`config.mk`:
```
export PLATFORM = sky130hd
export DESIGN_NAME = fetch_stage_flat
export DESIGN_NICKNAME = d
export VERILOG_FILES = /design/src/rtl/fetch_stage_if.sv /design/src/rtl/fetch_stage.sv /design/src/flat_wrapper.sv
export SDC_FILE = /design/constraint.sdc
export NUM_CORES = 1
export LEC_CHECK = 0
export CELL_PAD_IN_SITES_DETAIL_PLACEMENT = 0
export CELL_PAD_IN_SITES_GLOBAL_PLACEMENT = 2
export CORE_UTILIZATION = 45
export CTS_BUF_LIST = sky130_fd_sc_hd__clkbuf_4 sky130_fd_sc_hd__clkbuf_8 sky130_fd_sc_hd__clkbuf_16
export CTS_CLUSTER_DIAMETER = 150
export DETAILED_ROUTE_END_ITERATION = 8
export DONT_BUFFER_PORTS = 1
export PLACE_DENSITY = 0.82
export SLEW_MARGIN = 20
export SYNTH_ARGS = -nofsm -noshare
export SYNTH_HDL_FRONTEND = slang
export SYNTH_SLANG_ARGS = --single-unit
```
`constraint.sdc`:
```
create_clock -name clk -period 11 [get_ports clk]
set_input_delay 2.2 -clock clk [delete_from_list [all_inputs] [get_ports clk]]
set_output_delay 2.2 -clock clk [all_outputs]
set_load 0.005 [all_outputs]
```
`src/rtl/fetch_stage_if.sv`:
```
// Instruction-memory request/response bundle between the fetch stage (master) and imem (slave).
interface fetch_stage_if;
  logic        o_imem_req;
  logic [31:0] o_imem_addr;
  logic        i_imem_gnt;
  logic        i_imem_rvalid;
  logic [31:0] i_imem_rdata;

  modport master (
    output o_imem_req, o_imem_addr,
    input  i_imem_gnt, i_imem_rvalid, i_imem_rdata
  );

  modport slave (
    input  o_imem_req, o_imem_addr,
    output i_imem_gnt, i_imem_rvalid, i_imem_rdata
  );
endinterface

```
`src/rtl/fetch_stage.sv`:
```
// Instruction-fetch stage: credit-limited in-order imem requests, PC-tagged fetch buffer, flush/redirect.
// Optional same-cycle response bypass to decode when FETCH_BYPASS_EN is defined.
module fetch_stage #(
  parameter logic [31:0] RESET_PC   = 32'h0000_0000,
  parameter int unsigned FIFO_DEPTH = 2
) (
  input  logic               clk,
  input  logic               rst_n,
  input  logic               i_stall,
  input  logic               i_flush,
  input  logic [31:0]        i_redirect_pc,
  fetch_stage_if.master      imem,
  output logic               o_if_valid,
  output logic [31:0]        o_if_pc,
  output logic [31:0]        o_if_instr
);

  localparam int unsigned CW = $clog2(FIFO_DEPTH + 1);
  localparam int unsigned PW = (FIFO_DEPTH > 1) ? $clog2(FIFO_DEPTH) : 1;

  logic [31:0]   fetch_pc_q, fetch_pc_d;
  logic [31:0]   resp_pc_q,  resp_pc_d;
  logic [CW-1:0] outstanding_q, outstanding_d;
  logic [CW-1:0] drop_cnt_q, drop_cnt_d;
  logic [CW-1:0] count_q, count_d;
  logic [PW-1:0] rd_ptr_q, rd_ptr_d;
  logic [PW-1:0] wr_ptr_q, wr_ptr_d;
  logic [31:0]   pc_mem_q    [FIFO_DEPTH];
  logic [31:0]   instr_mem_q [FIFO_DEPTH];

  logic fifo_empty_c, credit_ok_c, req_c, gnt_fire_c;
  logic resp_keep_c, resp_drop_c, bypass_c, push_c, pop_c;

  function automatic logic [PW-1:0] ptr_inc(input logic [PW-1:0] p);
    return (p == PW'(FIFO_DEPTH - 1)) ? '0 : p + PW'(1);
  endfunction

  // Handshake, credit and output decode
  always_comb begin
    fifo_empty_c = (count_q == '0);
    credit_ok_c  = ({1'b0, outstanding_q} + {1'b0, count_q}) < (CW + 1)'(FIFO_DEPTH);
    req_c        = rst_n && !i_flush && credit_ok_c;
    gnt_fire_c   = req_c && imem.i_imem_gnt;
    resp_drop_c  = imem.i_imem_rvalid && (drop_cnt_q != '0);
    resp_keep_c  = imem.i_imem_rvalid && (drop_cnt_q == '0);
`ifdef FETCH_BYPASS_EN
    bypass_c     = fifo_empty_c && resp_keep_c;
`else
    bypass_c     = 1'b0;
`endif
    pop_c        = !fifo_empty_c && !i_flush && !i_stall;
    push_c       = resp_keep_c && !i_flush && !(bypass_c && !i_stall);

    imem.o_imem_req  = req_c;
    imem.o_imem_addr = fetch_pc_q;
    o_if_valid       = !i_flush && (!fifo_empty_c || bypass_c);
    if (!fifo_empty_c) begin
      o_if_pc    = pc_mem_q[rd_ptr_q];
      o_if_instr = instr_mem_q[rd_ptr_q];
    end else if (bypass_c) begin
      o_if_pc    = resp_pc_q;
      o_if_instr = imem.i_imem_rdata;
    end else begin
      o_if_pc    = '0;
      o_if_instr = '0;
    end
  end

  // Next-state: flush overrides every other update
  always_comb begin
    fetch_pc_d    = fetch_pc_q;
    resp_pc_d     = resp_pc_q;
    outstanding_d = outstanding_q;
    drop_cnt_d    = drop_cnt_q;
    count_d       = count_q;
    rd_ptr_d      = rd_ptr_q;
    wr_ptr_d      = wr_ptr_q;
    if (i_flush) begin
      fetch_pc_d    = {i_redirect_pc[31:2], 2'b00};
      resp_pc_d     = {i_redirect_pc[31:2], 2'b00};
      outstanding_d = outstanding_q - CW'(imem.i_imem_rvalid);
      drop_cnt_d    = outstanding_q - CW'(imem.i_imem_rvalid);
      count_d       = '0;
      rd_ptr_d      = '0;
      wr_ptr_d      = '0;
    end else begin
      if (gnt_fire_c)  fetch_pc_d = fetch_pc_q + 32'd4;
      if (resp_keep_c) resp_pc_d  = resp_pc_q + 32'd4;
      if (resp_drop_c) drop_cnt_d = drop_cnt_q - CW'(1);
      outstanding_d = outstanding_q + CW'(gnt_fire_c) - CW'(imem.i_imem_rvalid);
      if (push_c) wr_ptr_d = ptr_inc(wr_ptr_q);
      if (pop_c)  rd_ptr_d = ptr_inc(rd_ptr_q);
      count_d = count_q + CW'(push_c) - CW'(pop_c);
    end
  end

  always_ff @(posedge clk or negedge rst_n) begin
    if (!rst_n) begin
      fetch_pc_q    <= RESET_PC;
      resp_pc_q     <= RESET_PC;
      outstanding_q <= '0;
      drop_cnt_q    <= '0;
      count_q       <= '0;
      rd_ptr_q      <= '0;
      wr_ptr_q      <= '0;
    end else begin
      fetch_pc_q    <= fetch_pc_d;
      resp_pc_q     <= resp_pc_d;
      outstanding_q <= outstanding_d;
      drop_cnt_q    <= drop_cnt_d;
      count_q       <= count_d;
      rd_ptr_q      <= rd_ptr_d;
      wr_ptr_q      <= wr_ptr_d;
    end
  end

  // Buffer storage needs no reset; occupancy is tracked by count_q
  always_ff @(posedge clk) begin
    if (push_c) begin
      pc_mem_q[wr_ptr_q]    <= resp_pc_q;
      instr_mem_q[wr_ptr_q] <= imem.i_imem_rdata;
    end
  end

endmodule

```
`src/flat_wrapper.sv`:
```
// flat-port wrapper written by rule: the top's interface ports become plain ports
module fetch_stage_flat 
#(
  parameter logic [31:0] RESET_PC   = 32'h0000_0000,
  parameter int unsigned FIFO_DEPTH = 2
)
  (clk, rst_n, i_stall, i_flush, i_redirect_pc, o_if_valid, o_if_pc, o_if_instr, imem_o_imem_req, imem_o_imem_addr, imem_i_imem_gnt, imem_i_imem_rvalid, imem_i_imem_rdata);
  fetch_stage_if imem_i ();
  input  logic clk;
  input  logic rst_n;
  input  logic i_stall;
  input  logic i_flush;
  input  logic [31:0] i_redirect_pc;
  output logic o_if_valid;
  output logic [31:0] o_if_pc;
  output logic [31:0] o_if_instr;
  output wire logic [$bits(imem_i.o_imem_req)-1:0] imem_o_imem_req;
  output wire logic [$bits(imem_i.o_imem_addr)-1:0] imem_o_imem_addr;
  input wire logic [$bits(imem_i.i_imem_gnt)-1:0] imem_i_imem_gnt;
  input wire logic [$bits(imem_i.i_imem_rvalid)-1:0] imem_i_imem_rvalid;
  input wire logic [$bits(imem_i.i_imem_rdata)-1:0] imem_i_imem_rdata;
  assign imem_o_imem_req = imem_i.o_imem_req;
  assign imem_o_imem_addr = imem_i.o_imem_addr;
  assign imem_i.i_imem_gnt = imem_i_imem_gnt;
  assign imem_i.i_imem_rvalid = imem_i_imem_rvalid;
  assign imem_i.i_imem_rdata = imem_i_imem_rdata;
  fetch_stage #(.RESET_PC(RESET_PC), .FIFO_DEPTH(FIFO_DEPTH)) u_core (.clk(clk), .rst_n(rst_n), .i_stall(i_stall), .i_flush(i_flush), .i_redirect_pc(i_redirect_pc), .imem(imem_i), .o_if_valid(o_if_valid), .o_if_pc(o_if_pc), .o_if_instr(o_if_instr));
endmodule
```
# After elaboration in Yosys (flattened, before gate mapping)
# Memory sizes are Yosys's and may differ from the RTL's.
# Cells that the tools add are included.
# totals
mem_count,2
reg_bits,72
romBits,0
mem_bits_rw,128
word_cells,58
input_bits,70
latchBits,0
# mem_list
memory,words,width,rd,rd_clocked_by_memory_dff,write_ports,line_no,source
u_core.instr_mem_q,2,32,1,0,1,fetch_stage.sv:29,logic [31:0] instr_mem_q [FIFO_DEPTH];
u_core.pc_mem_q,2,32,1,0,1,fetch_stage.sv:28,logic [31:0] pc_mem_q [FIFO_DEPTH];
# classes
n_eq_ne,0
div,0
n_mul,0
shifts,0
bitwise_logic,0
n_reduce_logical,19
addsub,11
n_lt_le_gt_ge,1
mux,18
# op_table
cell,n
32-bit two-way mux,6
32-bit by 3-bit adder with 32-bit output (second input constant),2
2-bit nonzero test,6
1-bit logical AND,8
1-bit two-way mux,8
2-bit two-way mux,4
2-bit by 1-bit subtractor with 2-bit output,3
2-bit by 1-bit adder with 2-bit output,2
2-bit logical NOT,2
2-bit by 2-bit adder with 3-bit output,1
1-bit logical NOT,3
3-bit by 2-bit < comparator with 1-bit output (second input constant),1
1-bit adder (second input constant),2
2-bit by 1-bit subtractor with 2-bit output (second input constant),1

# Logic depth before layout (Yosys ltp)
# Gate-level depths: netlist of the first run.
# depth
word_depth,7
ltp_mapped,10

# Worst setup path before layout of the first run
# OpenSTA, ideal clock, no wires.
# synth_path
kind,input -> register
start,in i_flush
end,"mem u_core.instr_mem_q[0][0], enable pin"
path_buffers,2
cell_stages,3
path_slack_ps,3578
t_required_ps,10441
arrival_time_ps,6864
path_cell_list,clkbuf_1 -> clkbuf_1 -> nor3_1
# synth_via
elab_chain_len,4
# synth_rtl
item,line_no,source
"start, declared",flat_wrapper.sv:12,input logic i_flush;
1-bit logical NOT,fetch_stage.sv:52,push_c = resp_keep_c && !i_flush && !(bypass_c && !i_stall);
1-bit logical AND,fetch_stage.sv:52,
1-bit two-way mux,fetch_stage.sv:119,if (push_c) begin
1-bit two-way mux (implied by the code),fetch_stage.sv:121,instr_mem_q[wr_ptr_q] <= imem.i_imem_rdata;
"end, declared",fetch_stage.sv:29,
# Every way passes these cells.

# Worst setup path after layout of the first run
# layout_path
start,in i_flush
end,out imem_o_imem_req
# layout_via
elab_chain_len,3
# layout_rtl
item,line_no,source
1-bit logical NOT,fetch_stage.sv:42,req_c = rst_n && !i_flush && credit_ok_c;
1-bit logical AND (2 in a row),fetch_stage.sv:42,
"end, declared",flat_wrapper.sv:17,output wire logic [$bits(imem_i.o_imem_req)-1:0] imem_o_imem_req;
# Every way passes these cells.

==> results of run 1 <==
==> synth_stat cells (3+ instances only) <==
cell / n
nor2_1: 97
nor3_1: 7
o21ai_0: 27
and4_1: 5
a31oi_1: 4
nand3_1: 27
mux2i_1: 65
o211ai_1: 10
nor4_4: 3
nor4_2: 8
buf_4: 4
nand2b_1: 3
o21ai_1: 4
nand2_1: 50
xor2_1: 17
buf_1: 10
dfrtp_1: 68
o311ai_0: 8
edfxtp_1: 124
a21oi_1: 14
inv_1: 13
mux2_2: 11
ha_1: 7
clkbuf_1: 14
nand4_1: 16
xnor2_1: 26
and3_1: 5
==> path summary, 6_finish.rpt <==
path,startpoint,end,slack (ns),cells after the start
max,i_flush,imem_o_imem_req,5.90,2
min,u_core.resp_pc_q[3]$_DFFE_PN0N_,u_core.pc_mem_q[0][3]$_DFFE_PP_,0.53,0
max reg2reg,u_core.count_q[0]$_DFF_PN0_,u_core.imem.o_imem_addr[29]$_DFFE_PN0P_,8.11,10
min reg2reg,u_core.resp_pc_q[3]$_DFFE_PN0N_,u_core.pc_mem_q[0][3]$_DFFE_PP_,0.53,0
max in group asynchronous,rst_n,u_core.rd_ptr_q$_DFFE_PN0P_,9.40,0
min in group asynchronous,rst_n,u_core.imem.o_imem_addr[20]$_DFFE_PN0P_,1.47,0
==> metrics by stage <==
stage,instance area (sq um),utilization
floorplan,8536,-
global placement,8731,0.4779
detailed placement,8731,0.4779
CTS,9323,0.5103
global route,9323,0.5103
finish,9323,0.5103
==> state kept, by name, summed over array words and instances (netlist names) <==
name	count
u_core.imem.o_imem_addr	30
u_core.rd_ptr_q	1
u_core.drop_cnt_q	2
u_core.outstanding_q	2
u_core.instr_mem_q	64
u_core.wr_ptr_q	1
u_core.count_q	2
u_core.resp_pc_q	30
u_core.pc_mem_q	60
==> final cells by class <==
type / instances / area [sq um] / share of cell area
clock buffer: 17 / 425.4 / 0.04563
sequential: 192 / 5429 / 0.5823
timing repair buffer: 3 / 22.52 / 0.002416
clock inverter: 15 / 166.4 / 0.01785
multi-input combinational: 440 / 2932 / 0.3145
tap: 229 / 286.5 / 0.03073
inverter: 16 / 61.31 / 0.006576
==> cells by family (layout without fill, tap and decap cells) <==
family                   Yosys count  after routing
AND/OR/NAND/NOR                  237            237
flip-flops                       192            192
multiplexers                      76             76
AO/OA/AOI/OAI                     72             72
buffers and inverters             45             51
XOR/XNOR                          43             43
adder cells (fa/ha/maj)            8              8
other                              1              4
==> power by group through the flow <==
stage	combinational (mW)	clock, mW	sequential (mW)
after floorplan	0.209	0	0.896
after global placement	0.235	0	0.925
after detailed placement	0.241	0	0.930
after CTS	0.242	0.633	0.915
after global routing	0.267	0.663	0.924
final	0.237	0.618	0.914
==> metal layers <==
metal,vias up,share of wire,track usage,routed length [microns]
met2,188,0.44,0.2848,7785
met5,-,0,0,0
met4,0,0.013,0.05784,223
li1,2441,-,-,-
met3,16,0.086,0.06263,1530
met1,2536,0.47,0.2539,8299
==> key figures, run 1 <==
Synthesis
  • Asr flop ratio synth: 0.3542
  • Adder-cell share of the synthesized area: 0.01262
  • Xor/xnor share of the synthesized area: 0.04418
  • Mux cell area share after synthesis: 0.09086
  • Yosys warnings: 0
  • Register area share after synthesis: 0.6364
  • Post-synth EDFFs: 124
  • Prevailing post-synth register cell: edfxtp_1
  • Synth Area in Compound Gates: 0.05123
  • Top post-synthesis cells by area: edfxtp_1 44%, dfrtp_1 20%, mux2i_1 7.6%
  • Leading area contributor after synthesis: edfxtp_1
  • Synthesized area: 0.008524 sq mm
  • Simple-gate share of the synthesized area: 0.1416
  • Synth Area per Inst: 12.65 sq um
  • Synth Register Bits: 192
  • Mapped Cells: 674
  • Largest family of logic cells by synthesized area: simple AND/OR/NAND/NOR gates
  • Synth unique cells: 46
  • Yosys top cell area share: 0.4368

STA
  • Tcrit/Tclk final: 0.4634
  • Hold slack: 0.5307 ns
  • Setup TNS Final: 0 ns
  • Fin. Hold Viols: 0
  • Clock skew: 0.01008 ns
  • RSZ-0062 raised after global routing: false
  • Final Max Tran Viols: 0
  • Slew headroom: 0.2694
  • Final setup violation count: 0
  • Max Fclk: 196.2 MHz
  • Tmin final: 5.098 ns
  • Post-route setup slack: 5.902 ns
  • Slew @ Worst Pin: 1.096 ns

Finish
  • Most common cell after layout, fill and taps aside: edfxtp_1
  • Commonest cells after routing, fill and taps aside: 124 x edfxtp_1, 96 x nor2_1, 67 x dfrtp_1
  • Area Growth Syn to Fin: 9.364%
  • Finished Layout Cells: 912
  • Share of cells above drive strength 1: 0.09956
  • Final nets: 748
  • Fillers: 1605
  • Antenna diode count: 0

Die
  • Die Footprint: 0.01950 sq mm
  • Die width: 139.6 microns
  • Core Rows: 49
  • Core Footprint: 0.01827 sq mm
  • Ports: 168
  • Die Y: 139.6 microns
  • Initial Util: 0.4666

Drt
  • DR iter-0 viols: 283
  • DRT Wirelength: 17840 microns
  • DR WL/cell: 19.56 microns
  • DRC: 0
  • Avg Vias per Cell: 5.681
  • Via count: 5181
  • Antenna Nets Post-Route: 0
  • First-pass DRT Iterations: 4

CTS
  • CTS tree: built
  • Deepest clock path buffer count: 2
  • CTS buffer count: 17
  • Setup bufs post-CTS: 0
  • CTS clk-pin slew, worst paths: 0.07 ns
  • Post-CTS resize count: 0
  • Cts hold-fix bufs: 0
  • CTS Sinks: 192
  • Clk_lat worst skew: 0.42 ns
  • H-tree depth: 4
  • Root Buffer: clkbuf_16

Worst setup path
  • Startpoint types: primary input
  • CP Max Fanout: 58
  • Worst EP arrival: 2.90 ns
  • Req. time, crit path: 8.80 ns
  • Family with the most delay on the worst path: simple AND/OR/NAND/NOR gates
  • CP Cell Sequence: or4b_4 -> inv_2
  • Max stage delay on crit path: 0.58 ns
  • CP Capture Type: output pin
  • Critical path's slowest cell: or4b_4
  • Crit Path Category: primary input to output pin
  • Buffers & Inverters on Critical Path: 1

Power and ir drop
  • Sw Ratio: 0.2701
  • Comb pwr share: 0.134
  • Overall power: 1.770 mW
  • Peak supply drop: 0.0001194 V
  • Sequential Power Share: 0.517
  • Clock power share: 0.349
  • Power Internal: 1.292 mW
  • Leakage: 3.161 nW
  • PwrDens: 189.8 mW/mm^2
  • NetSw: 0.4780 mW

Placement
  • RD Place Congestion: 0.8348
  • Dpl hpwl: 11810 microns
  • Input/output buffers: 0
  • DP Cell Count: 880
  • Pre-CTS WS: 5.914 ns

Min path
  • Hold crit path type: flip-flop to flip-flop

GRT
  • Vias in the first global route: 5111
  • First-pass GRT wire length: 28100 microns
  • GRT overflow: 0
  • GRT Total Usage: 0.1871
  • Initial antenna violation count: 0
  • Largest net degree at the start of global routing: 70

Flow run
  • MaxCap Viol Count: 0

Status
  • Status: complete, no violations
Note: power is estimated with default switching activity, not from simulation.
==> inputs of run 2 (changes only) <==
--- a/config.mk
+++ b/config.mk
@@ -5,14 +5,15 @@
 export SDC_FILE = /design/constraint.sdc
 export NUM_CORES = 1
 export LEC_CHECK = 0
+export ABC_AREA = 1
 export CELL_PAD_IN_SITES_DETAIL_PLACEMENT = 0
 export CELL_PAD_IN_SITES_GLOBAL_PLACEMENT = 2
-export CORE_UTILIZATION = 45
+export CORE_UTILIZATION = 34
 export CTS_BUF_LIST = sky130_fd_sc_hd__clkbuf_4 sky130_fd_sc_hd__clkbuf_8 sky130_fd_sc_hd__clkbuf_16
 export CTS_CLUSTER_DIAMETER = 150
 export DETAILED_ROUTE_END_ITERATION = 8
 export DONT_BUFFER_PORTS = 1
-export PLACE_DENSITY = 0.82
+export PLACE_DENSITY = 0.74
 export SLEW_MARGIN = 20
 export SYNTH_ARGS = -nofsm -noshare
 export SYNTH_HDL_FRONTEND = slang
==> constraint.sdc (replaced) <==
create_clock -name clk -period 4.6 [get_ports clk]
set_input_delay 0.92 -clock clk [delete_from_list [all_inputs] [get_ports clk]]
set_output_delay 0.92 -clock clk [all_outputs]
set_load 0.005 [all_outputs]
==> run 2 against run 1 <==
  * Critical path type is now flip-flop to output pin
  * Clock skew grew 0.0012 ns
  * Largest power group unchanged
  * Combinational power grew to 3.8 times the previous value
  * Total power grew to 2.7 times the previous value
  * Via count grew 34%
  * Sequential share of layout area shrank 6.4 points
  * Critical endpoint is now o_if_pc[17]
  * Register-to-register slack lost 6.0 ns
  * Final area grew 12%
  * Highest routed layer unchanged
  * Sequential power grew to 2.5 times the previous value
  * Global-route usage shrank 0.53 points
  * Wire length grew 42%
  * First-iteration DRC count grew 45%
==> key figures, run 2 <==
Die
  • Initial Util: 0.3486 (-0.1180)
  • Die Y: 168.9 microns (+21%)
  • Ports: 168 (unchanged)
  • Core Rows: 60 (+22%)
  • Core Footprint: 0.02718 sq mm (+49%)
  • Die width: 168.9 microns (+21%)
  • Die Footprint: 0.02854 sq mm (+46%)

Finish
  • Final nets: 1161 (+55%)
  • Post-route cell area: 0.01048 sq mm (+12%)
  • Share of cells above drive strength 1: 0.06934 (-0.03022)
  • Area Growth Syn to Fin: 10.56%
  • Fillers: 2761 (+72%)
  • Most common cell after layout, fill and taps aside: nand2_1
  • Largest Register: u_core.instr_mem_q
  • Commonest cells after routing, fill and taps aside: 425 x nand2_1, 124 x edfxtp_1, 100 x inv_1
  • Antenna diode count: 0 (unchanged)
  • Largest regs: u_core.instr_mem_q x64, u_core.pc_mem_q x60
  • Max reg flops: 64 (unchanged)
  • Finished Layout Cells: 1468 (+61%)
  • Post-layout util: 0.3855 (-0.1248)

STA
  • Final Max Tran Viols: 0 (unchanged)
  • Final setup violation count: 0 (unchanged)
  • Fin. Hold Viols: 0 (unchanged)
  • Tcrit/Tclk final: 0.6658
  • Hold slack: 0.1735 ns (-0.3571 ns)
  • Slew headroom: 0.5052 (+0.2358)
  • Post-route setup slack: 1.538 ns (-4.365 ns)
  • Tmin final: 3.062 ns
  • Clock skew: 0.01132 ns (+0.001241 ns)
  • Slew @ Worst Pin: 0.7422 ns (-0.3537 ns)
  • RSZ-0062 raised after global routing: false
  • Max Fclk: 326.5 MHz
  • Setup TNS Final: 0 ns (unchanged)

CTS
  • CTS buffer count: 17 (unchanged)
  • Deepest clock path buffer count: 2 (unchanged)
  • H-tree depth: 4 (unchanged)
  • CTS tree: built
  • Clk_lat worst skew: 0.44 ns (+0.02 ns)
  • CTS Sinks: 192 (unchanged)
  • Post-CTS resize count: 0 (unchanged)
  • Cts hold-fix bufs: 0 (unchanged)
  • CTS clk-pin slew, worst paths: 0.08 ns (about the same)
  • Setup bufs post-CTS: 0 (unchanged)
  • Root Buffer: clkbuf_16

Worst setup path
  • Family with the most delay on the worst path: buffers and inverters
  • Crit path from: u_core.rd_ptr_q$_DFFE_PN0P_
  • Startpoint types: flip-flop
  • Critical R2R Launch: u_core.drop_cnt_q[0]$_DFFE_PN0P_
  • Crit Path Category: flip-flop to output pin
  • CP Cell Sequence: inv_2 -> buf_4 -> nand2_1 -> a21oi_1
  • Max stage delay on crit path: 0.47 ns (-0.11 ns)
  • Buffers & Inverters on Critical Path: 2 (+1)
  • Req. time, crit path: 3.68 ns (-5.12 ns)
  • Worst EP arrival: 2.14 ns (-0.76 ns)
  • Critical path's slowest cell: inv_2
  • CP Capture Type: output pin
  • CP Max Fanout: 36 (-38%)

GRT
  • GRT Total Usage: 0.1818 (-0.005329)
  • First-pass GRT wire length: 38860 microns (+38%)
  • Vias in the first global route: 6710 (+31%)
  • GRT overflow: 0 (unchanged)
  • Largest net degree at the start of global routing: 71 (+1.4%)
  • Initial antenna violation count: 0 (unchanged)

Drt
  • DR iter-0 viols: 409 (+45%)
  • Avg Vias per Cell: 4.740 (-17%)
  • DRT Wirelength: 25340 microns (+42%)
  • Via count: 6958 (+34%)
  • DR WL/cell: 17.26 microns (-12%)
  • DRC: 0 (unchanged)
  • Antenna Nets Post-Route: 0 (unchanged)
  • First-pass DRT Iterations: 4 (unchanged)

Synthesis
  • Mapped Cells: 1092 (+62%)
  • Yosys top cell area share: 0.3930 (-0.04379)
  • Synth unique cells: 38 (-17%)
  • Synth Register Bits: 192 (unchanged)
  • Register area share after synthesis: 0.5726 (-0.06379)
  • Post-synth EDFFs: 124 (unchanged)
  • Synth Area per Inst: 8.676 sq um (-31%)
  • Top-count cell post-synth: nand2_1
  • Asr flop ratio synth: 0.3542 (unchanged)
  • Top post-synthesis cells by count: 425 x nand2_1, 124 x edfxtp_1, 100 x inv_1, 84 x nor2_1, 72 x a21oi_1
  • Yosys warnings: 0 (unchanged)
  • Synthesized area: 0.009474 sq mm (+11%)
  • Leading area contributor after synthesis: edfxtp_1
  • Top post-synthesis cells by area: edfxtp_1 39%, dfrtp_1 18%, nand2_1 17%
  • Prevailing post-synth register cell: edfxtp_1

Placement
  • Input/output buffers: 0 (unchanged)
  • RD Place Congestion: 0.8100 (-3.0%)
  • Placed Instance Area: 0.009862 sq mm (+13%)
  • Dpl hpwl: 17360 microns (+47%)
  • DP Cell Count: 1436 (+63%)
  • Pre-CTS WS: 1.805 ns (-4.108 ns)

Power and ir drop
  • PwrDens: 448.0 mW/mm^2 (+140%)
  • Peak supply drop: 0.0001930 V (+62%)
  • Sequential Power Share: 0.487 (-0.030)
  • Power Internal: 3.073 mW (+140%)
  • NetSw: 1.620 mW (+240%)
  • Sw Ratio: 0.3453 (+0.07514)
  • Overall power: 4.693 mW (+170%)
  • Leakage: 4.200 nW (+33%)
  • Clock power share: 0.320 (-0.029)
  • Comb pwr share: 0.193 (+0.059)

Flow run
  • MaxCap Viol Count: 0 (unchanged)

Status
  • Status: complete, no violations

Min path
  • Hold crit path type: primary input to async pin
-- run 2: cell types whose count changed after synthesis, sizes merged, moves of 7 or more --
cell	before	now
a21oi	14	72
clkbuf	14	23
inv	15	104
mux2	11	0
mux2i	65	0
nand2	52	432
nand3	28	54
nand4	18	7
nor4	13	0
o311ai	8	1
xnor2	26	2
-- run 2: final timing paths --
| check | endpoint | depth (start not counted) | slack, ns |
|---|---|---|---|
| setup / recovery | o_if_pc[17] | 4 | 1.54 |
| hold / removal | u_core.imem.o_imem_addr[2]$_DFFE_PN0P_ | 0 | 0.17 |
| setup reg to reg | u_core.instr_mem_q[1][15]$_DFFE_PP_ | 8 | 2.12 |
| hold reg to reg | u_core.pc_mem_q[1][31]$_DFFE_PP_ | 0 | 0.55 |
| max in group asynchronous | u_core.resp_pc_q[29]$_DFFE_PN0N_ | 0 | 4.26 |
| min in group clk | u_core.pc_mem_q[1][31]$_DFFE_PP_ | 0 | 0.55 |
-- run 2: cell type report --
cell class                 instances  area [sq um]  share of cell area
sequential                       192          5426              0.5180
multi-input combinational        761          3502              0.3343
tap                              372         465.4             0.04443
clock buffer                      18         432.9             0.04133
inverter                         104         390.4             0.03727
clock inverter                    14         180.2             0.01720
timing repair buffer               7         77.57            0.007406
-- run 2: per-layer routing --
| metal | GRT usage | share of wire | up-vias |
|---|---|---|---|
| met5 | 0 | 0 | - |
| met4 | 0.05375 | 0.013 | 0 |
| met3 | 0.04793 | 0.062 | 20 |
| met2 | 0.2991 | 0.47 | 172 |
| met1 | 0.2341 | 0.46 | 3254 |
| li1 | - | - | 3512 |
-- run 2: worst register-to-register path, delay by kind of cell (launching register included) --
kind	cells	cell delay (ns)
buffers and inverters	4	0.95
AND/OR/NAND/NOR	3	0.62
flip-flops	1	0.36
adder cells (fa/ha/maj)	1	0.17
-- run 2: power groups by stage --
stage | clock network [mW] | registers, mW | logic, mW
after floorplan | 0 | 2.25 | 0.701
after global placement | 0 | 2.32 | 0.914
after detailed placement | 0 | 2.33 | 0.922
after CTS | 1.54 | 2.29 | 0.925
after global routing | 1.62 | 2.32 | 1.04
final | 1.50 | 2.29 | 0.906
-- run 2: logic make-up after synthesis --
logic type | share of synthesized area
flops | 0.5726
buf+inv | 0.06128
fa+ha+maj | 0.01136
compound gates | 0.07211
xor+xnor | 0.01849
other cells | 0.0003958
simple gates | 0.2637
